==> config.mk <==
export PLATFORM = sky130hd
export DESIGN_NAME = vga_sync_gen
export DESIGN_NICKNAME = d
export VERILOG_FILES = /design/src/rtl/vga_timing_pkg.sv /design/src/rtl/vga_axis_counter.sv /design/src/rtl/vga_sync_gen.sv
export SDC_FILE = /design/constraint.sdc
export NUM_CORES = 1
export LEC_CHECK = 0
export CAP_MARGIN = 20
export CORE_MARGIN = 2
export CORE_UTILIZATION = 53
export CTS_CLUSTER_SIZE = 30
export DETAILED_ROUTE_END_ITERATION = 6
export PLACE_DENSITY = 0.84
export SYNTH_ARGS = -nofsm -noshare
export SYNTH_HDL_FRONTEND = slang
export SYNTH_SLANG_ARGS = --single-unit
==> constraint.sdc <==
create_clock -name vga_clock -period 4.2 [get_ports vga_clock]
set_clock_uncertainty 0.2 [all_clocks]
set_input_delay 0.84 -clock vga_clock [delete_from_list [all_inputs] [get_ports vga_clock]]
set_output_delay 0.84 -clock vga_clock [all_outputs]
set_load 0.02 [all_outputs]
==> src/rtl/vga_timing_pkg.sv <==
// vga_timing_pkg
// Shared timing constants, widths and colour types for the VGA sync generator.
// Default timing is standard 640x480@60 (800 x 525 total, 25.175 MHz pixel clock).
// The test-pattern helpers (bar colour table, bar index decode) are only
// referenced when the top is built with VGA_SYNC_TEST_PATTERN_EN defined.
package vga_timing_pkg;

    localparam int DEF_H_ACTIVE = 640;
    localparam int DEF_H_FP     = 16;
    localparam int DEF_H_SYNC   = 96;
    localparam int DEF_H_BP     = 48;
    localparam int DEF_V_ACTIVE = 480;
    localparam int DEF_V_FP     = 10;
    localparam int DEF_V_SYNC   = 2;
    localparam int DEF_V_BP     = 33;

    localparam int DEF_H_TOTAL = DEF_H_ACTIVE + DEF_H_FP + DEF_H_SYNC + DEF_H_BP;
    localparam int DEF_V_TOTAL = DEF_V_ACTIVE + DEF_V_FP + DEF_V_SYNC + DEF_V_BP;

    localparam int CNT_W     = 10;
    localparam int COORD_X_W = 10;
    localparam int COORD_Y_W = 9;
    localparam int COLOR_W   = 4;

    localparam int BAR_W    = 80;
    localparam int NUM_BARS = 8;

    typedef struct packed {
        logic [COLOR_W-1:0] r;
        logic [COLOR_W-1:0] g;
        logic [COLOR_W-1:0] b;
    } rgb_t;

    // Raw timing flags that travel together through the alignment delay line.
    typedef struct packed {
        logic active;
        logic hs;
        logic vs;
    } align_t;

    // Classic bar order: white, yellow, cyan, green, magenta, red, blue, black.
    function automatic rgb_t bar_color(input logic [2:0] idx);
        rgb_t c;
        case (idx)
            3'd0:    c = '{r: 4'hF, g: 4'hF, b: 4'hF};
            3'd1:    c = '{r: 4'hF, g: 4'hF, b: 4'h0};
            3'd2:    c = '{r: 4'h0, g: 4'hF, b: 4'hF};
            3'd3:    c = '{r: 4'h0, g: 4'hF, b: 4'h0};
            3'd4:    c = '{r: 4'hF, g: 4'h0, b: 4'hF};
            3'd5:    c = '{r: 4'hF, g: 4'h0, b: 4'h0};
            3'd6:    c = '{r: 4'h0, g: 4'h0, b: 4'hF};
            default: c = '{r: 4'h0, g: 4'h0, b: 4'h0};
        endcase
        return c;
    endfunction

    // x/80 via a compare chain; scanning downwards leaves the narrowest matching bar.
    function automatic logic [2:0] bar_index(input logic [COORD_X_W-1:0] x);
        logic [2:0] idx;
        idx = 3'(NUM_BARS - 1);
        for (int i = NUM_BARS - 2; i >= 0; i--) begin
            if (x < COORD_X_W'(BAR_W * (i + 1))) idx = 3'(i);
        end
        return idx;
    endfunction

endpackage

==> src/rtl/vga_axis_counter.sv <==
// vga_axis_counter
// One timing axis (horizontal or vertical): a wrapping position counter with
// enable, plus combinational decode of the wrap strobe, active region and sync
// region. Region order along the axis is ACTIVE, FP, SYNC, BP.
// Ports:
//   clk      in   clock, rising edge
//   reset_n  in   synchronous active-low reset, clears the count
//   enable   in   advance the count this cycle
//   count    out  current position 0..TOTAL-1
//   wrap     out  high when enabled and count is at TOTAL-1 (count returns to 0 next edge)
//   active   out  count in [0, ACTIVE)
//   sync     out  count in [ACTIVE+FP, ACTIVE+FP+SYNC)
module vga_axis_counter
    import vga_timing_pkg::*;
#(
    parameter int ACTIVE = DEF_H_ACTIVE,
    parameter int FP     = DEF_H_FP,
    parameter int SYNC   = DEF_H_SYNC,
    parameter int BP     = DEF_H_BP
) (
    input  logic             clk,
    input  logic             reset_n,
    input  logic             enable,
    output logic [CNT_W-1:0] count,
    output logic             wrap,
    output logic             active,
    output logic             sync
);

    localparam int TOTAL = ACTIVE + FP + SYNC + BP;

    localparam logic [CNT_W-1:0] LAST       = CNT_W'(TOTAL - 1);
    localparam logic [CNT_W-1:0] ACTIVE_END = CNT_W'(ACTIVE);
    localparam logic [CNT_W-1:0] SYNC_START = CNT_W'(ACTIVE + FP);
    localparam logic [CNT_W-1:0] SYNC_END   = CNT_W'(ACTIVE + FP + SYNC);

    always_ff @(posedge clk) begin
        if (!reset_n) begin
            count <= '0;
        end else if (enable) begin
            count <= (count == LAST) ? '0 : count + 1'b1;
        end
    end

    assign wrap   = enable && (count == LAST);
    assign active = count < ACTIVE_END;
    assign sync   = (count >= SYNC_START) && (count < SYNC_END);

endmodule

==> src/rtl/vga_sync_gen.sv <==
// vga_sync_gen
// Generates VGA timing (640x480@60 by default) from the pixel clock, hands the
// current pixel coordinate to the renderer and drives the VGA pins with the
// renderer's colour. Sync and blanking are delayed to line up with the
// renderer's registered colour so all pin signals leave on the same edge.
// Ports:
//   vga_clock            in   pixel clock, rising edge
//   reset_n              in   synchronous active-low reset
//   screenX / screenY    out  active pixel coordinate, 0 during blanking (registered)
//   refresh              out  one-cycle pulse at the start of vertical blank
//   r_in / g_in / b_in   in   renderer colour, valid PIPE_DELAY cycles after the coordinate
//   vga_r / vga_g / vga_b out pin colour, 0 outside active video
//   vga_hs / vga_vs      out  sync pins, asserted level SYNC_POL
// Build option: VGA_SYNC_TEST_PATTERN_EN replaces the renderer colour with eight
// vertical colour bars and a one-pixel white border, at the same latency.
module vga_sync_gen
    import vga_timing_pkg::*;
#(
    parameter int   H_ACTIVE   = DEF_H_ACTIVE,
    parameter int   H_FP       = DEF_H_FP,
    parameter int   H_SYNC     = DEF_H_SYNC,
    parameter int   H_BP       = DEF_H_BP,
    parameter int   V_ACTIVE   = DEF_V_ACTIVE,
    parameter int   V_FP       = DEF_V_FP,
    parameter int   V_SYNC     = DEF_V_SYNC,
    parameter int   V_BP       = DEF_V_BP,
    parameter logic SYNC_POL   = 1'b0,
    parameter int   PIPE_DELAY = 1
) (
    input  logic                 vga_clock,
    input  logic                 reset_n,
    output logic [COORD_X_W-1:0] screenX,
    output logic [COORD_Y_W-1:0] screenY,
    output logic                 refresh,
    input  logic [COLOR_W-1:0]   r_in,
    input  logic [COLOR_W-1:0]   g_in,
    input  logic [COLOR_W-1:0]   b_in,
    output logic [COLOR_W-1:0]   vga_r,
    output logic [COLOR_W-1:0]   vga_g,
    output logic [COLOR_W-1:0]   vga_b,
    output logic                 vga_hs,
    output logic                 vga_vs
);

    logic [CNT_W-1:0] h_cnt, v_cnt;
    logic             h_wrap, v_wrap;
    logic             h_active, v_active, h_sync, v_sync;
    logic             active;
    align_t           stage_q;
    align_t           align_dl [PIPE_DELAY];
    align_t           align_out;
    rgb_t             pixel;
    logic             unused_bits;

    vga_axis_counter #(
        .ACTIVE(H_ACTIVE), .FP(H_FP), .SYNC(H_SYNC), .BP(H_BP)
    ) u_h_counter (
        .clk(vga_clock), .reset_n(reset_n), .enable(1'b1),
        .count(h_cnt), .wrap(h_wrap), .active(h_active), .sync(h_sync)
    );

    // The vertical axis only steps when the line wraps, so (799,524) rolls both to 0 together.
    vga_axis_counter #(
        .ACTIVE(V_ACTIVE), .FP(V_FP), .SYNC(V_SYNC), .BP(V_BP)
    ) u_v_counter (
        .clk(vga_clock), .reset_n(reset_n), .enable(h_wrap),
        .count(v_cnt), .wrap(v_wrap), .active(v_active), .sync(v_sync)
    );

    assign active = h_active && v_active;

    // Coordinate stage: the renderer and the timing flags both see this cycle's position
    // one edge after the counters reach it; the timing flags then enter the delay line.
    always_ff @(posedge vga_clock) begin
        if (!reset_n) begin
            screenX <= '0;
            screenY <= '0;
            refresh <= 1'b0;
            stage_q <= '0;
        end else begin
            screenX <= active ? h_cnt : '0;
            screenY <= active ? v_cnt[COORD_Y_W-1:0] : '0;
            refresh <= (h_cnt == '0) && (v_cnt == CNT_W'(V_ACTIVE));
            stage_q <= '{active: active, hs: h_sync, vs: v_sync};
        end
    end

    // Matches the renderer's PIPE_DELAY-cycle colour latency; flushed to blank on reset.
    always_ff @(posedge vga_clock) begin
        if (!reset_n) begin
            for (int i = 0; i < PIPE_DELAY; i++) align_dl[i] <= '0;
        end else begin
            align_dl[0] <= stage_q;
            for (int i = 1; i < PIPE_DELAY; i++) align_dl[i] <= align_dl[i-1];
        end
    end

    assign align_out = align_dl[PIPE_DELAY-1];

`ifdef VGA_SYNC_TEST_PATTERN_EN
    rgb_t pattern_now;
    rgb_t pattern_dl [PIPE_DELAY];

    // Pattern is derived from the registered coordinate, so it needs the same
    // PIPE_DELAY stages the renderer would have had to meet the delayed timing flags.
    always_comb begin
        pattern_now = bar_color(bar_index(screenX));
        if ((screenX == '0) || (screenX == COORD_X_W'(H_ACTIVE - 1)) ||
            (screenY == '0) || (screenY == COORD_Y_W'(V_ACTIVE - 1))) begin
            pattern_now = '{r: '1, g: '1, b: '1};
        end
    end

    always_ff @(posedge vga_clock) begin
        if (!reset_n) begin
            for (int i = 0; i < PIPE_DELAY; i++) pattern_dl[i] <= '0;
        end else begin
            pattern_dl[0] <= pattern_now;
            for (int i = 1; i < PIPE_DELAY; i++) pattern_dl[i] <= pattern_dl[i-1];
        end
    end

    assign pixel       = pattern_dl[PIPE_DELAY-1];
    assign unused_bits = &{1'b0, v_wrap, v_cnt[CNT_W-1], r_in, g_in, b_in};
`else
    assign pixel       = '{r: r_in, g: g_in, b: b_in};
    assign unused_bits = &{1'b0, v_wrap, v_cnt[CNT_W-1]};
`endif

    // Pin register: colour is gated by the delayed active flag, so renderer data
    // presented during blanking never reaches the pins.
    always_ff @(posedge vga_clock) begin
        if (!reset_n) begin
            vga_r  <= '0;
            vga_g  <= '0;
            vga_b  <= '0;
            vga_hs <= ~SYNC_POL;
            vga_vs <= ~SYNC_POL;
        end else begin
            vga_r  <= align_out.active ? pixel.r : '0;
            vga_g  <= align_out.active ? pixel.g : '0;
            vga_b  <= align_out.active ? pixel.b : '0;
            vga_hs <= align_out.hs ? SYNC_POL : ~SYNC_POL;
            vga_vs <= align_out.vs ? SYNC_POL : ~SYNC_POL;
        end
    end

endmodule

==> results.txt <==
- DPL Wire Length: roughly 3000 um
- Count leader, synth: dfxtp_1
* Die width: 67.4 um
- Post-cts sizing count: 0
- Total I/O pin count: 48
* Growth of design area from synthesis to finish: 31.8%
- Setup violators final: 0
* Hold bufs inserted after CTS: 0
- Top cells by instance count after synthesis: dfxtp_1, and2_1, and3_1, nor2_1
* CTS tree: done
- Kind of start point of the critical path: register
- Entering global routing, the biggest net connects 29 pins.
- Cell-by-cell listing of the critical path: ha_1, nand4b_1, or4_1, or3_1, a21oi_1
- Average detailed-routed wire length per instance: 13.7 um
* Type of the most critical hold path: reg2reg
* Result of the run: completed
- Routability-driven placement finished with a final weighted congestion of 0.804.
* FILL cells: 284
- Subtracting the final worst setup slack from the clock period gives 2.38 ns.
* First-pass iteration count of the detailed router: 5
- Vias in the first global route: around 1500
* Delay of the slowest cell on the worst path: 0.67 ns
* Overall Power: 1.14 mW
* Power Density: between 400 and 500 nW/um2
- The final route contains 1652 vias.
* Worst relative slew slack: 66.0%
- Row cnt: 23
- Once detail routing completed, the nets flagged for antenna violations numbered 0.
* Layout Nets: 276
* Unrepaired setup endpoints after global routing: false
* Starting density of the core: 54.1%
- The first global-routing pass estimated 6610 um of wire.
* Chip Height: approximately 67 um
- After clock tree synthesis, the setup repair step added 0 buffers.
- Util after Layout: 71.3%
- For this run, the number of Yosys warnings is 0.
- Data on the critical path is required at its endpoint by between 4 and 5 ns.
- Hold Vio Cnt, Final: 0
- Net count after synthesis: between 200 and 250
* Clock root buffer: clkbuf_8
- The core region is 3940 um2.
- Clock tree synthesis inserted a total of 9 buffers.
* Per-instance average area after synthesis: 10.0 um2
- The H-tree was split into 3 levels.
- Number of buffers on the longest clock path: 2
- Synth top area share: 56.3%
- In the post-synthesis netlist, the biggest area contributors are dfxtp_1, and2_1, and3_1.
- The analysis attributes to cell leakage a power of roughly 1.1 nW.
- The initial antenna violation count is 0.
* Worst-path fanout max: 6
- STA puts the critical path data arrival time at 2.45 ns.
* Drt via density: about 5.3
- CTS clk-pin slew, worst paths: 0.06 ns
- For this run, the top clock speed supported by timing is between 400 and 500 MHz.
- The most used flip-flop cell after synthesis is dfxtp_1.
- Sequential fraction of the synthesis area: 56.3%
- Kind of end point of the critical path: register
- Total track usage: 20.2%
- For this run, design rule violations remaining after detail routing come to 0.
- Library cell with the largest summed area after synthesis: dfxtp_1
- CTS saw 60 sinks.
- Yosys mapped a number of flops with a built-in enable equal to 0.
* Grt ovf: 0
- Fraction of the cycle the final worst path needs: 56.8%
* Die area: approximately 4500 um2
* Post-Synthesis Cell Area: 2130 um2
- Count of buffers from port buffering: 47
* VDD IR max: 0.000246 V
- Summed over all failing endpoints, the final setup total negative slack is 0 ns.
- Least-Margin Pin Slew: 0.509 ns
- Of all flip-flops after synthesis, the portion carrying an async set or reset was 0%.
- Number of maximum-capacitance constraint violations: 0
* Clock latency of the later-clocked register in the worst-skew pair: 0.33 ns
- The repair_antennas step left the layout with diodes totalling 0.
- Total length of routed wires: 4300 um
* Max-slew violation total from the final report: 0
- In the synthesized netlist, the number of instances is 213.
- FF+latch count, synth: 60
- Yosys cell types: 35
- CP max-delay cell: or4_1
- The first routing iteration left 92 violations.
* Type of the worst setup path: reg2reg
* Fraction of layout cells with a size suffix above 1: under 10%
## report_power, final
group          switching, mW  internal, mW
sequential           0.00593         0.577
combinational         0.0218        0.0261
clock                  0.209         0.304
## state kept, by name, indices dropped and copies added, names as in the netlist
signal             cells
align_dl               3
refresh                1
screenX               10
screenY                9
stage_q                3
u_h_counter.count     10
u_v_counter.count     10
vga_b                  4
vga_g                  4
vga_hs                 1
vga_r                  4
vga_vs                 1
## final timing paths
kind | start | end | slack, ns | cells past startpoint
setup / recovery | u_h_counter.count[0] | u_v_counter.count[9] | 1.82 | 5
hold / removal | align_dl[0][1] | vga_hs | 0.16 | 1
setup reg to reg | u_h_counter.count[0] | u_v_counter.count[9] | 1.82 | 5
hold reg to reg | align_dl[0][1] | vga_hs | 0.16 | 1
## critical path, delay by kind of cell, from the launching register on
kind                     cells  cell delay, ns
AO/OA/AOI/OAI                1            0.13
flip-flops                   1            0.38
adder cells (fa/ha/maj)      1            0.29
AND/OR/NAND/NOR              3            1.31
## placed cells by master (no fill, tap or decap), types with 3 or more instances in the layout
cell,n
nor4b_1,3
and3_1,15
o21ai_0,6
dfxtp_1,60
a21oi_1,3
clkdlybuf4s50_1,47
xnor2_1,8
nor3_1,4
ha_1,4
nand3_1,9
nand2_1,11
nor4_1,3
and2_1,23
or3_1,5
clkbuf_8,11
nand4_1,5
inv_1,5
xor2_1,4
nor2_1,15
## per-stage QoR
stage | setup WS (ns) | cell area (um2) | hold slack, ns | std cells
finish | 1.82 | 2810 | 0.163 | 313
global placement | 1.61 | 2610 | 0.148 | 297
floorplan | 2.07 | 2130 | 0.143 | 213
global route | 1.72 | 2810 | 0.175 | 313
detailed placement | 1.59 | 2610 | 0.151 | 297
CTS | 1.83 | 2810 | 0.166 | 313
## area by class of cell
| cell class | instances | area (um2) | area share (%) |
|---|---|---|---|
| Multi-Input combinational cell | 134 | 848 | 30.2 |
| Inverter | 5 | 18.8 | 0.668 |
| Sequential cell | 60 | 1200 | 42.7 |
| Timing Repair Buffer | 48 | 478 | 17.0 |
| Clock buffer | 12 | 155 | 5.52 |
| Tap cell | 50 | 62.6 | 2.23 |
| Clock inverter | 4 | 47.5 | 1.69 |
## metal layers
layer	vias up	GRT usage (%)	share of wire, %
li1	810	-	-
met1	758	22.9	42
met2	75	33.0	47
met3	9	8.00	9.5
met4	0	10.2	1.9
met5	-	0	0
## cell families after synthesis
logic type / share of synthesized area, %
AO/OA/AOI/OAI: 3.64
XOR/XNOR: 4.93
adder cells (fa/ha/maj): 2.35
buffers and inverters: 3.93
flip-flops: 56.3
AND/OR/NAND/NOR: 28.9
(Power assumes the default switching activity.)
